File: config.mk
export PLATFORM = sky130hd
export DESIGN_NAME = prince_mlayer_pipe
export DESIGN_NICKNAME = d
export VERILOG_FILES = /design/src/rtl/prince_pkg.sv /design/src/rtl/prince_mprime.sv /design/src/rtl/prince_mlayer_pipe.sv
export SDC_FILE = /design/constraint.sdc
export NUM_CORES = 1
export LEC_CHECK = 0
export CAP_MARGIN = 20
export CORE_MARGIN = 1.5
export CORE_UTILIZATION = 53
export DETAILED_ROUTE_END_ITERATION = 12
export DONT_BUFFER_PORTS = 1
export PLACE_DENSITY = 0.68
export SLEW_MARGIN = 15
export SYNTH_ARGS = -nofsm -noshare
export SYNTH_HDL_FRONTEND = slang
export SYNTH_SLANG_ARGS = --single-unit
File: constraint.sdc
create_clock -name clk -period 4.3 [get_ports clk]
set_clock_uncertainty 0.15 [all_clocks]
set_input_delay 0 -clock clk [delete_from_list [all_inputs] [get_ports clk]]
set_output_delay 0 -clock clk [all_outputs]
set_load 0.05 [all_outputs]
File: src/rtl/prince_pkg.sv
// Shared PRINCE linear-layer definitions: mode encodings, M' masks, ShiftRows helpers.
package prince_pkg;

  localparam int unsigned STATE_W = 64;
  localparam int unsigned MODE_W  = 2;

  typedef enum logic [MODE_W-1:0] {
    MODE_MPRIME = 2'd0,
    MODE_FWD    = 2'd1,
    MODE_INV    = 2'd2,
    MODE_BYP    = 2'd3
  } mode_e;

  typedef struct packed {
    logic [MODE_W-1:0]  mode;
    logic [STATE_W-1:0] data;
  } beat_t;

  // M0 row masks, listed k = 15 down to 0
  localparam logic [15:0][15:0] M0_MASK = {
    16'h0888, 16'h4044, 16'h2202, 16'h1110,
    16'h8880, 16'h0444, 16'h2022, 16'h1101,
    16'h8808, 16'h4440, 16'h0222, 16'h1011,
    16'h8088, 16'h4404, 16'h2220, 16'h0111
  };

  // M1 is M0 with rows rotated by four; 4-bit wrap gives the mod 16
  function automatic logic [15:0] m1_mask(input logic [3:0] k);
    return M0_MASK[4'(k - 4'd4)];
  endfunction

  function automatic logic [3:0] sr_src(input logic [3:0] i);
    return 4'(i * 4'd5);
  endfunction

  function automatic logic [3:0] sr_inv_src(input logic [3:0] i);
    return 4'(i * 4'd13);
  endfunction

  // Nibble 0 is the top nibble, so nibble i sits at packed index ~i
  function automatic logic [STATE_W-1:0] shift_rows(input logic [STATE_W-1:0] s,
                                                    input logic             inv);
    logic [15:0][3:0] sn;
    logic [15:0][3:0] rn;
    logic [3:0]       idx;
    logic [3:0]       src;
    sn = s;
    rn = '0;
    for (int i = 0; i < 16; i++) begin
      idx = 4'(i);
      src = inv ? sr_inv_src(idx) : sr_src(idx);
      rn[~idx] = sn[~src];
    end
    return rn;
  endfunction

  function automatic logic [STATE_W-1:0] pre_perm(input logic [STATE_W-1:0] s,
                                                  input logic [MODE_W-1:0]  mode);
    return (mode == MODE_INV) ? shift_rows(s, 1'b1) : s;
  endfunction

  function automatic logic [STATE_W-1:0] post_perm(input logic [STATE_W-1:0] s,
                                                   input logic [MODE_W-1:0]  mode);
    return (mode == MODE_FWD) ? shift_rows(s, 1'b0) : s;
  endfunction

endpackage

File: src/rtl/prince_mprime.sv
// Combinational PRINCE M' layer: four 16x16 GF(2) blocks, M0 on outer chunks, M1 on inner.
module prince_mprime
  import prince_pkg::*;
(
  input  logic [STATE_W-1:0] din,
  output logic [STATE_W-1:0] dout
);

  logic [3:0][15:0] a_ch;
  logic [3:0][15:0] y_ch;
  logic [15:0]      mask;

  assign a_ch = din;
  assign dout = y_ch;

  always_comb begin
    y_ch = '0;
    mask = '0;
    for (int c = 0; c < 4; c++) begin
      for (int k = 0; k < 16; k++) begin
        mask = (c == 1 || c == 2) ? m1_mask(4'(k)) : M0_MASK[4'(k)];
        y_ch[2'(c)][4'(k)] = ^(a_ch[2'(c)] & mask);
      end
    end
  end

endmodule

File: src/rtl/prince_mlayer_pipe.sv
// Pipelined, mode-selectable PRINCE linear layer (M', M, M^-1, bypass) with
// valid/ready back-pressure and an in-flight occupancy count.
module prince_mlayer_pipe
  import prince_pkg::*;
#(
  parameter int unsigned PIPE_STAGES = 2,
  parameter int unsigned W_CNT       = 3
) (
  input  logic               clk,
  input  logic               rst,
  input  logic               in_valid,
  output logic               in_ready,
  input  logic [STATE_W-1:0] in_data,
  input  logic [MODE_W-1:0]  in_mode,
  output logic               out_valid,
  input  logic               out_ready,
  output logic [STATE_W-1:0] out_data,
  output logic [MODE_W-1:0]  out_mode,
  output logic [W_CNT-1:0]   occupancy
);

  if (PIPE_STAGES < 1 || PIPE_STAGES > 4) begin : g_bad_depth
    $fatal(1, "prince_mlayer_pipe: PIPE_STAGES must be 1..4");
  end
  if ((64'd1 << W_CNT) <= 64'(PIPE_STAGES)) begin : g_bad_cnt
    $fatal(1, "prince_mlayer_pipe: W_CNT too narrow for PIPE_STAGES");
  end

  localparam int unsigned P = PIPE_STAGES;

  logic [P-1:0]       vld;
  logic [P-1:0]       adv;
  beat_t              stg [P];
  logic [STATE_W-1:0] pre_d;
  logic [STATE_W-1:0] mp_d;
  logic [STATE_W-1:0] mix_d;
  logic               acc;
  logic               emit;

  // Front end: optional SR^-1, then M' unless bypassing
  assign pre_d = pre_perm(in_data, in_mode);

  prince_mprime u_mprime (
    .din  (pre_d),
    .dout (mp_d)
  );

  assign mix_d = (in_mode == MODE_BYP) ? pre_d : mp_d;

  assign in_ready = ~rst & (~vld[0] | adv[0]);
  assign acc      = in_valid & in_ready;
  assign emit     = vld[P-1] & out_ready;

  for (genvar i = 0; i < P; i++) begin : g_stage
    logic  src_v;
    beat_t src_b;
    logic  v_q;
    beat_t b_q;

    if (i == 0) begin : g_head
      assign src_v = acc;
      assign src_b = '{mode: in_mode,
                       data: (P == 1) ? post_perm(mix_d, in_mode) : mix_d};
    end else if (i == 1) begin : g_post
      assign src_v = adv[0];
      assign src_b = '{mode: stg[0].mode, data: post_perm(stg[0].data, stg[0].mode)};
    end else begin : g_delay
      assign src_v = adv[i-1];
      assign src_b = stg[i-1];
    end

    // A stage moves on if anything downstream has a bubble or the tail drains
    if (i == P-1) begin : g_tail
      assign adv[i] = v_q & out_ready;
    end else begin : g_mid
      assign adv[i] = v_q & (out_ready | ~(&vld[P-1:i+1]));
    end

    always_ff @(posedge clk) begin
      if (rst) begin
        v_q <= 1'b0;
        b_q <= '0;
      end else if (~v_q | adv[i]) begin
        v_q <= src_v;
        if (src_v) begin
          b_q <= src_b;
        end
      end
    end

    assign vld[i] = v_q;
    assign stg[i] = b_q;
  end

  assign out_valid = vld[P-1];
  assign out_data  = stg[P-1].data;
  assign out_mode  = stg[P-1].mode;

  always_ff @(posedge clk) begin
    if (rst) begin
      occupancy <= '0;
    end else begin
      case ({acc, emit})
        2'b10:   occupancy <= occupancy + W_CNT'(1);
        2'b01:   occupancy <= occupancy - W_CNT'(1);
        default: occupancy <= occupancy;
      endcase
    end
  end

endmodule
==> reports/metrics.cfg, run 1 <==
[outcome]
outcome = complete, no violations

[finish]
stdcell_area_sq_um = 7350
fin_nets = 855
drive_gt1_frac = 0.0565
areaGrowthSynthToFinish_pct = 23.0
instances_no_fill = 939

[synth]
synth-main-ff-cell = dfxtp_1
syn_area_per_cell_sq_um = 8.06
netlist-cell-type-count = 31
yosysSeqAreaShare = 0.459
syn_nets = 814
yosysMostFrequentCell = nand2_1
synthCells = 742
synth_warnings = 0
synth-edff-count = 0
async_reset_ff_frac = 0
synth_area_sq_um = 5980
ys_ff_latch = 137
netlist_top_cells_count = 194 x nand2_1, 137 x dfxtp_1, 71 x a21oi_1, 66 x nand3_1, 57 x nor2_1
yosys.area.top_type_share = 0.459
synth_area_leaders = dfxtp_1 46%, nand2_1 12%, a311oi_1 7.0%
yosysTopAreaCell = dfxtp_1

[global_routing]
antenna_found_initial = 3
grt_usage = 0.298
grt_pass1_vias = 5103
gr-total-overflow = 0
grt_pass1_wl_mm = 26.9
grt_max_degree = 123

[placed_design]
portBuffers = 0
dp_hpwl_mm = 10.6
dp_worst_setup_slack_ns = 1.73
dp.cells = 820
dpl_cell_area_sq_um = 5900
gp_congestion = 0.842

[floorplan]
rows = 38
coreArea_sq_um = 10900
io_pins = 141
start_util = 0.547
die_h_um = 109
die-area_sq_um = 11900
die_w_um = 109

[run]
max_cap_violations = 0

[setup_path]
worst_setup_path_start_kind = flop
r2r-start = out_valid
ff2ff_path_depth = 7
worstSetupEndpointType = flop
worstPathRequired_ns = 4.45
reg2reg_to = g_stage[0].b_q[1]
crit_type = reg -> reg
path_max_fanout = 75
cp.arrival_ns = 3.22
regToRegSetupSlack_ns = 1.23

[clock_network]
htreeDepth = 4
cts_root_buf = clkbuf_16
cts.clk_slew.worst_paths_ns = 0.06
clockBufferDepth = 2
cts_setup_buffers = 0
clk_latency_ns = 0.42
cts_hold_buf = 83
cts_tree = yes
cts.sinks = 137
cts_resized = 0
cts-buffers-inserted = 17

[worst_hold_path]
min_path_type = in -> out
whs_path_depth = 1
holdCritStartpoint = rst
min_to = in_ready

[drt]
drt_iter0_markers = 424
num_vias = 5467
drc_errors = 0
drt_first_pass_iters = 5
wl_per_cell_um = 18.6
drtAntennaViolNets = 0
viasPerCell = 5.82
wl_mm = 17.5

[timing]
slew_violations = 0
fin_crit_ns = 3.07
hold_viol = 0
setup_viol = 0
fin_crit_sh = 0.714
worstMarginPinSlew_ns = 1.11
setup_ws_ns = 1.23
rsz0062_at_grt = false
fin_hold_ws_ns = 0.0308
timing.setup.tns_ns = 0
max_freq_mhz = 326
slew_headroom = 0.258

[power]
p_per_area_nw_per_um2 = 442
peakVddDrop_mv = 0.259
power_leakage_nw = 2.47

[metal layers]
layer / vias up / part of all wire / track usage
met5: - / 0.00069 / 0
met4: 2 / 0.024 / 0.112
met3: 45 / 0.10 / 0.108
met2: 260 / 0.46 / 0.458
met1: 2543 / 0.41 / 0.383
li1: 2617 / - / -
[placed cells by master, fill, tap and decap left out, drive strengths merged, types with 9 or more instances in the layout]
cell type | synthesis | final
a21oi | 71 | 71
a311oi | 48 | 48
clkbuf | 36 | 25
dfxtp | 137 | 137
dlygate4sd3 | 0 | 82
mux2i | 10 | 10
nand2 | 194 | 194
nand3 | 66 | 66
nor2 | 57 | 57
o21ai | 9 | 9
xnor2 | 32 | 32
[cell type report]
cell class                 instances  area, sq um
antenna                            3         7.51
timing repair buffer              88          906
clock buffer                      25          505
inverter                           6         22.5
fill                             890         3580
multi-input combinational        533         2930
tap                              140          175
clock inverter                     7         65.1
sequential                       137         2740
[where the power goes]
group          internal (W)  switching [W]
combinational      0.000158       0.000206
clock              0.000868       0.000522
sequential          0.00133       0.000170
total               0.00236       0.000899
[critical path, stage by stage (launching register included)]
cell	delay, ns
dfxtp_1	0.67
nand3b_1	0.15
and2_2	0.21
inv_2	0.06
buf_4	0.63
or3_4	0.31
o221ai_2	0.13
dlygate4sd3_1	0.62
[metrics by stage]
| step | util | power (W) |
|---|---|---|
| global route | 0.672 | 0.00336 |
| global placement | 0.540 | 0.00177 |
| finish | 0.673 | 0.00325 |
| floorplan | - | 0.00174 |
| CTS | 0.669 | 0.00326 |
| detailed placement | 0.540 | 0.00178 |
[state kept, by name (all words and copies together), names as in the netlist]
register / cells
out_mode: 2
g_stage.b_q: 66
g_stage.v_q: 1
occupancy: 3
out_valid: 1
out_data: 64
[worst max-delay path by stage]
stage	from	endpoint	slack, ns	depth (start not counted)
global placement	out_valid	occupancy[2]	1.88	9
CTS	out_valid	g_stage[0].b_q[1]	1.30	7
finish	out_valid	g_stage[0].b_q[1]	1.23	7
floorplan	out_valid	occupancy[2]	1.44	12
detailed placement	out_valid	occupancy[2]	1.73	9
global route	out_valid	g_stage[0].b_q[1]	1.17	7
[logic make-up (layout without fill, tap and decap cells)]
family / after synthesis / in the layout / share of synthesized area
flops: 137 / 137 / 0.459
simple gates: 331 / 331 / 0.228
buf+inv: 72 / 126 / 0.0527
xor+xnor: 44 / 44 / 0.0736
fa+ha+maj: 2 / 2 / 0.00544
other cells: 0 / 3 / 0
compound gates: 146 / 146 / 0.164
mux: 10 / 10 / 0.0167
(Power assumes the default switching activity.)
==> inputs of run 2 (changes only) <==
==> constraint.sdc (replaced) <==
create_clock -name clk -period 3 [get_ports clk]
set_clock_uncertainty 0.15 [all_clocks]
set_input_delay 0 -clock clk [delete_from_list [all_inputs] [get_ports clk]]
set_output_delay 0 -clock clk [all_outputs]
set_load 0.05 [all_outputs]
==> reports/metrics.cfg, run 2 (synthesis gave the netlist of run 1 again) <==
[outcome]
outcome = complete, no violations

[finish]
final_util = 0.675
largest_reg_flops = 66
drive_gt1_frac = 0.0639
final_cell_mix = 194 x nand2_1, 137 x dfxtp_1, 81 x dlygate4sd3_1, 71 x a21oi_1, 66 x nand3_1
stdcell_area_sq_um = 7380
fin_nets = 857
final_common_cell = nand2_1
instances_no_fill = 941
areaGrowthSynthToFinish_pct = 23.3
regMostFlops = g_stage.b_q

[global_routing]
antenna_found_initial = 3
grt_max_degree = 124
gr-total-overflow = 0
grt_pass1_wl_mm = 27.0
grt_pass1_vias = 5071
grt_usage = 0.300

[placed_design]
dp_worst_setup_slack_ns = 0.837
dp.cells = 824
portBuffers = 0
dpl_cell_area_sq_um = 5940
dp_hpwl_mm = 10.9
gp_congestion = 0.846

[floorplan]
rows = 38
io_pins = 141
die-area_sq_um = 11900
coreArea_sq_um = 10900
die_h_um = 109
start_util = 0.547
die_w_um = 109

[clock_network]
clockBufferDepth = 2
cts-buffers-inserted = 17
clk_latency_ns = 0.43
cts_tree = yes
cts_root_buf = clkbuf_16
cts_resized = 0
cts.sinks = 137
htreeDepth = 4
cts.clk_slew.worst_paths_ns = 0.06

[setup_path]
worstPathRequired_ns = 3.22
worstPathCellList = buf_4, and2_1, ha_1, inv_1, fa_1, xor2_1, or3_1, a21oi_1, dlygate4sd3_1
crit_type = reg -> reg
path_max_fanout = 3
worstSetupEndpointType = flop
slowest_stage = dlygate4sd3_1
worst_setup_path_start_kind = flop
max_stage_delay_ns = 0.57
cp.arrival_ns = 3.02

[drt]
drt_first_pass_iters = 5
wl_per_cell_um = 18.6
drt_iter0_markers = 432
routed.top_layer = met4
met2_wirelength_mm = 8.01
drtAntennaViolNets = 0
drc_errors = 0
wl_mm = 17.5
num_vias = 5445
viasPerCell = 5.79
dr_wl_met3_mm = 1.69
wl_met1_mm = 7.38

[worst_hold_path]
min_path_type = in -> out

[run]
max_cap_violations = 0

[timing]
hold_viol = 0
fin_crit_ns = 2.81
setup_ws_ns = 0.190
slew_headroom = 0.413
worstMarginPinSlew_ns = 0.877
setup_viol = 0
slew_violations = 0
max_freq_mhz = 356
rsz0062_at_grt = false
fin_crit_sh = 0.937
timing.setup.tns_ns = 0

[power]
pwr-share-clk = 0.436
power_leakage_nw = 2.46
p_comb_frac = 0.111
p_int_w = 0.00338
p_per_area_nw_per_um2 = 642
power_switching_w = 0.00136
seqPwrFrac = 0.453
p_sw_frac = 0.287
peakVddDrop_mv = 0.469

-- run 2: changes by cell type in the layout (fill, tap and decap cells not counted), moves of 2 or more --
cell / change
buf_4: +3
clkinvlp_4: +5
inv_6: +2
clkbuf_1: -3
clkinv_2: -2
clkbuf_8: -4
-- run 2: critical path, delay by kind of cell (launching register included) --
family,cells,cell delay (ns)
flip-flops,1,0.36
AO/OA/AOI/OAI,1,0.15
AND/OR/NAND/NOR,2,0.48
XOR/XNOR,1,0.18
adder cells (fa/ha/maj),2,0.56
buffers and inverters,3,0.87
-- run 2: area by class of cell --
cell class                      count  area, sq um
Sequential cell                   137         2740
Antenna cell                        3         7.51
Clock inverter                     14          149
Fill cell                         933         3560
Tap cell                          140          175
Clock buffer                       18          439
Inverter                            6         22.5
Timing Repair Buffer               90          911
Multi-Input combinational cell    533         2930
-- run 2: worst paths after layout --
check / to / cells after the start / startpoint / slack [ns]
max reg2reg: occupancy[2] / 9 / out_valid / 0.19
min reg2reg: out_data[46] / 2 / g_stage[0].b_q[46] / 0.30
max: occupancy[2] / 9 / out_valid / 0.19
min: in_ready / 1 / rst / 0.03
-- run 2: power by group through the flow --
stage / sequential, W / clock [W] / combinational (W)
floorplan: 0.00216 / 0 / 0.000339
global placement: 0.00218 / 0 / 0.000359
detailed placement: 0.00219 / 0 / 0.000369
CTS: 0.00215 / 0.00208 / 0.000514
global route: 0.00216 / 0.00217 / 0.000572
finish: 0.00215 / 0.00206 / 0.000526
-- run 2: metrics by stage --
stage / total power [W] / hold slack [ns]
final: 0.00474 / 0.0284
after detailed placement: 0.00255 / -0.0714
after CTS: 0.00474 / 0.0283
after floorplan: 0.00250 / -0.0293
after global placement: 0.00254 / -0.0713
after global routing: 0.00489 / 0.0296
-- run 2: repair_timing --
action                                 4_1_cts  5_1_grt
endpoints found under the hold margin      137        0
hold buffers                                82        0
setup buffers                                0        0
-- run 2: layer usage --
layer / global-route usage / vias to the layer above
met5: 0 / -
met2: 0.454 / 233
met4: 0.135 / 0
met3: 0.0968 / 36
li1: - / 2636
met1: 0.390 / 2540
